===== config.mk =====
export PLATFORM = sky130hd
export DESIGN_NAME = piso_shift_register_jk
export DESIGN_NICKNAME = d
export VERILOG_FILES = /design/src/rtl/piso_shift_register_jk.sv
export SDC_FILE = /design/constraint.sdc
export NUM_CORES = 1
export LEC_CHECK = 0
export CAP_MARGIN = 0
export CORE_AREA = 4 4 41 43
export CTS_CLUSTER_DIAMETER = 200
export DETAILED_ROUTE_END_ITERATION = 6
export DIE_AREA = 0 0 45 47
export HOLD_SLACK_MARGIN = 0.02
export PLACE_DENSITY_LB_ADDON = 0.1
export SLEW_MARGIN = 20
export SYNTH_ARGS = -nofsm -noshare
export SYNTH_HDL_FRONTEND = slang
export SYNTH_SLANG_ARGS = --single-unit

===== constraint.sdc =====
create_clock -name clk -period 1.9 [get_ports clk]
set_input_delay 0.285 -clock clk [delete_from_list [all_inputs] [get_ports clk]]
set_output_delay 0.285 -clock clk [all_outputs]
set_load 0.01 [all_outputs]

===== src/rtl/piso_shift_register_jk.sv =====
// Parallel-in serial-out shift register with a valid/ready load handshake.
// A word is accepted in IDLE or during the last bit of the previous word, so words can stream with no gap.
module piso_shift_register_jk #(
  parameter int WIDTH     = 4,
  parameter bit MSB_FIRST = 1'b1
) (
  input  logic             clk,
  input  logic             rst,
  input  logic             load_valid,
  input  logic [WIDTH-1:0] data_in,
  output logic             load_ready,
  output logic             serial_out,
  output logic             serial_valid,
  output logic             done
);

  localparam int CNT_W = $clog2(WIDTH);

  typedef enum logic {
    IDLE,
    SHIFT
  } state_t;

  state_t           state_q, state_d;
  logic [WIDTH-1:0] sr_q, sr_d;
  logic [CNT_W-1:0] cnt_q, cnt_d;
  logic             out_q, out_d;
  logic             valid_q, valid_d;
  logic             done_q, done_d;

  logic             last_bit;
  logic             accept;
  logic             first_bit;
  logic             next_bit;
  logic [WIDTH-1:0] rest_bits;
  logic [WIDTH-1:0] sr_shifted;

  // The shift register holds the bits still to be sent, aligned so the next one sits at the exit end.
  always_comb begin
    if (MSB_FIRST) begin
      first_bit  = data_in[WIDTH-1];
      rest_bits  = data_in << 1;
      next_bit   = sr_q[WIDTH-1];
      sr_shifted = sr_q << 1;
    end else begin
      first_bit  = data_in[0];
      rest_bits  = data_in >> 1;
      next_bit   = sr_q[0];
      sr_shifted = sr_q >> 1;
    end
  end

  assign last_bit   = (state_q == SHIFT) && (cnt_q == '0);
  assign load_ready = (state_q == IDLE) || last_bit;
  assign accept     = load_valid && load_ready;

  always_comb begin
    // NOTE: every signal gets a default first so no path through the case leaves one unassigned (no latches).
    state_d = state_q;
    sr_d    = sr_q;
    cnt_d   = cnt_q;
    out_d   = out_q;
    valid_d = valid_q;
    done_d  = done_q;

    unique case (state_q)
      IDLE: begin
        out_d   = 1'b0;
        valid_d = 1'b0;
        done_d  = 1'b0;
      end
      SHIFT: begin
        if (!last_bit) begin
          out_d  = next_bit;
          sr_d   = sr_shifted;
          cnt_d  = cnt_q - CNT_W'(1);
          done_d = (cnt_q == CNT_W'(1));
        end else begin
          state_d = IDLE;
          sr_d    = '0;
          out_d   = 1'b0;
          valid_d = 1'b0;
          done_d  = 1'b0;
        end
      end
      default: state_d = IDLE;
    endcase

    // A load overrides the drain/return path so the next word follows the last bit directly.
    if (accept) begin
      state_d = SHIFT;
      out_d   = first_bit;
      valid_d = 1'b1;
      done_d  = 1'b0;
      sr_d    = rest_bits;
      cnt_d   = CNT_W'(WIDTH - 1);
    end
  end

  // NOTE: all state, including the data shift register, is reset so an aborted word leaves no residue.
  always_ff @(posedge clk or negedge rst) begin
    if (!rst) begin
      state_q <= IDLE;
      sr_q    <= '0;
      cnt_q   <= '0;
      out_q   <= 1'b0;
      valid_q <= 1'b0;
      done_q  <= 1'b0;
    end else begin
      // NOTE: non-blocking assignments keep every flop sampling pre-edge values.
      state_q <= state_d;
      sr_q    <= sr_d;
      cnt_q   <= cnt_d;
      out_q   <= out_d;
      valid_q <= valid_d;
      done_q  <= done_d;
    end
  end

  assign serial_out   = out_q;
  assign serial_valid = valid_q;
  assign done         = done_q;

endmodule


==> key figures <==
CTS
  – Max Buffers Root-to-Sink: 2
  – Clock transition at the registers of the reported paths: 0.06 ns
  – Skew-Pair Late Insertion Delay: 0.26 ns
  – CTS Buf Count: 3
  – Sink Count: 9
  – Hold Buf Count CTS: 0
  – H-Tree Depth: 1
  – CTS tree: done
  – Clk root buf: clkbuf_4

Place
  – I/O Buffers: 10
  – Placement Cell Area: 537 um^2
  – Placed instance count: 63
  – Placed wire-length estimate: 602 um
  – Final GP Congestion: 0.675

Pwr
  – Overall power: 0.896 mW
  – Worst IR Drop VDD: 0.598 mV
  – LEAKAGE: 0.272 nW
  – PwrDens: 1570 mW/mm^2

Global route
  – First-pass GRT wire length: 1240 um
  – Total track usage: 9.04%
  – GR Overflow Total: 0
  – Vias in the first global route: 288
  – Pin count of the biggest net entering global routing: 11
  – Antenna violations before repair: 0

Timing
  – Slew margin rel.: 72.2%
  – Pins Over Slew Limit: 0
  – Period utilisation layout: 89.2%
  – FMAX: 0.590 GHz
  – Setup TNS: 0 ns
  – Final setup vio count: 0
  – Layout Skew: 0.00954 ns
  – Slew @ Worst Pin: 0.416 ns
  – Unrepaired setup endpoints after global routing: false
  – Hold WS: 0.318 ns
  – Final hold viol count: 0
  – Tmin final: 1.70 ns

Critical path
  – Worst r2r dst: sr_q[2]$_DFFE_PN0P_
  – Setup CP Type: flip-flop to primary output
  – Max incr delay on CP: 0.36 ns
  – CP Capture Type: primary output
  – CP required: 1.62 ns
  – Critical-path maximum fanout: 8
  – Critical path launch point type: flip-flop
  – R2R cell count: 6
  – Worst Path Arrival: 1.41 ns
  – Worst reg2reg path startpoint: cnt_q[1]$_DFFE_PN0P_
  – CP Cell Sequence: inv_1 -> ha_1 -> nor2b_4 -> inv_6 -> dlygate4sd2_1
  – Reg2Reg Setup Slack: 0.64 ns
  – CP max stage cell: dfrtp_1

Yosys
  – Mapped Nets: 48
  – Synth Instances: 39
  – Syn Std Cell Area: 427 um^2
  – Synth Area in Compound Gates: 11.7%
  – Simple-Gate Fraction of Synth Area: 21.1%
  – #FFs+latches synth: 9
  – Largest family of logic cells by synthesized area: simple AND/OR/NAND/NOR gates
  – Mux contribution to synthesized area: 0%
  – Xor and xnor area share after synthesis: 0%
  – Synth unique cells: 18
  – Synthesized area per cell: 10.9 um^2
  – Post-synthesis sequential area ratio: 52.8%
  – Adder-Cell Fraction of Synth Area: 5.87%
  – Yosys warns: 0

Floorplan
  – Starting density of the core: 32.8%
  – Area of the die: 0.00212 mm^2
  – Die Width: 45 um
  – Core area: 0.00130 mm^2
  – Row cnt: 13
  – Die height: 47 um
  – IO Pins: 11

Routing
  – Initial DRC count: 4
  – Final ANT Viol Nets: 0
  – Drt total wl: 788 um
  – Router iterations before antenna repair: 2
  – Vias per inst: 4.59
  – Vias: 312
  – WL/cell: 11.6 um
  – DRC Markers: 0

Hold path
  – HP Class: primary input to asynchronous set/reset pin

Job
  – Maxcap violations: 0

Outcome
  – Status: finished clean

Layout
  – P&R area growth vs syn: 33.4%
  – Final Instance Area: 569 um^2
  – Fin cells: 68
  – Inserted Diodes: 0
  – Share of layout cells above drive strength 1: 22.6%
  – Nets: 63
  – Commonest non-fill, non-tap cells in the layout: 9 x dfrtp_1, 9 x clkdlybuf4s50_1, 8 x nand2_1
-- final cells by class --
| class | instances | area (um^2) |
|---|---|---|
| fill | 142 | 732 |
| sequential | 9 | 225 |
| multi-input combinational | 24 | 165 |
| timing repair buffer | 12 | 114 |
| clock buffer | 4 | 26.3 |
| inverter | 4 | 20.0 |
| tap | 15 | 18.8 |
-- report_power, final --
group / switching, mW / total [mW] / internal (mW)
Combinational: 0.225 / 0.438 / 0.213
Sequential: 0.0403 / 0.311 / 0.271
Clock: 0.0662 / 0.147 / 0.0809
Total: 0.332 / 0.896 / 0.565
-- registers in the layout, summed over array words and instances, names as in the netlist --
signal        count
sr_q              3
cnt_q             2
done              1
serial_out        1
serial_valid      1
state_q           1
-- logic make-up (layout without fill, tap and decap cells) --
kind of cell | count (synthesis) | in the layout
buffers and inverters | 6 | 20
adders and majority gates | 2 | 2
DFF | 9 | 9
AOI/OAI and AO/OA | 6 | 6
and+or+nand+nor | 16 | 16
-- cells in the mapped netlist (all sizes together) --
cell type  number  share of area, %
a21oi           1               2.1
a22oi           2               3.5
and2            1               1.5
buf             2               3.8
dfrtp           9                53
ha              2               5.9
inv             4               4.7
nand2           8               7.0
nand2b          1               1.5
nand3           3               4.7
nor2            1              0.88
nor2b           1               3.2
nor3            1               2.3
o21ai           2               4.1
o32ai           1               2.1
-- metal layers --
| metal | part of all wire [%] | GRT usage (%) | vias to the layer above |
|---|---|---|---|
| met5 | 0 | 0 | - |
| met4 | 3.3 | 10.5 | 0 |
| met3 | 10 | 2.68 | 4 |
| met2 | 43 | 12.7 | 11 |
| met1 | 44 | 10.1 | 142 |
| li1 | - | - | 155 |
-- worst max path at each step --
stage	depth (start not counted)	from	end
after CTS	5	cnt_q[1]$_DFFE_PN0P_	load_ready
after floorplan	5	cnt_q[0]$_DFFE_PN0P_	load_ready
final	5	cnt_q[1]$_DFFE_PN0P_	load_ready
after global placement	5	cnt_q[0]$_DFFE_PN0P_	load_ready
after global routing	5	cnt_q[1]$_DFFE_PN0P_	load_ready
after detailed placement	5	cnt_q[0]$_DFFE_PN0P_	load_ready
-- critical path, delay by kind of cell, from the launching register on --
family                     cells  cell delay (ns)
adders and majority gates      1             0.21
buffers and inverters          3             0.40
DFF                            1             0.36
and+or+nand+nor                1             0.17
-- through the flow --
| step | utilization, % | setup WS (ns) |
|---|---|---|
| after global placement | 41.3 | 0.249 |
| after floorplan | - | 0.667 |
| after global routing | 43.8 | 0.112 |
| after detailed placement | 41.3 | 0.217 |
| final | 43.8 | 0.204 |
| after CTS | 43.8 | 0.183 |
-- what timing repair did --
item                                    CTS  global route
endpoints found under the setup margin    1             0
resized for setup                         1             0
setup buffers                             1             0
hold endpoints to repair                  0             0
(Power assumes the default switching activity.)
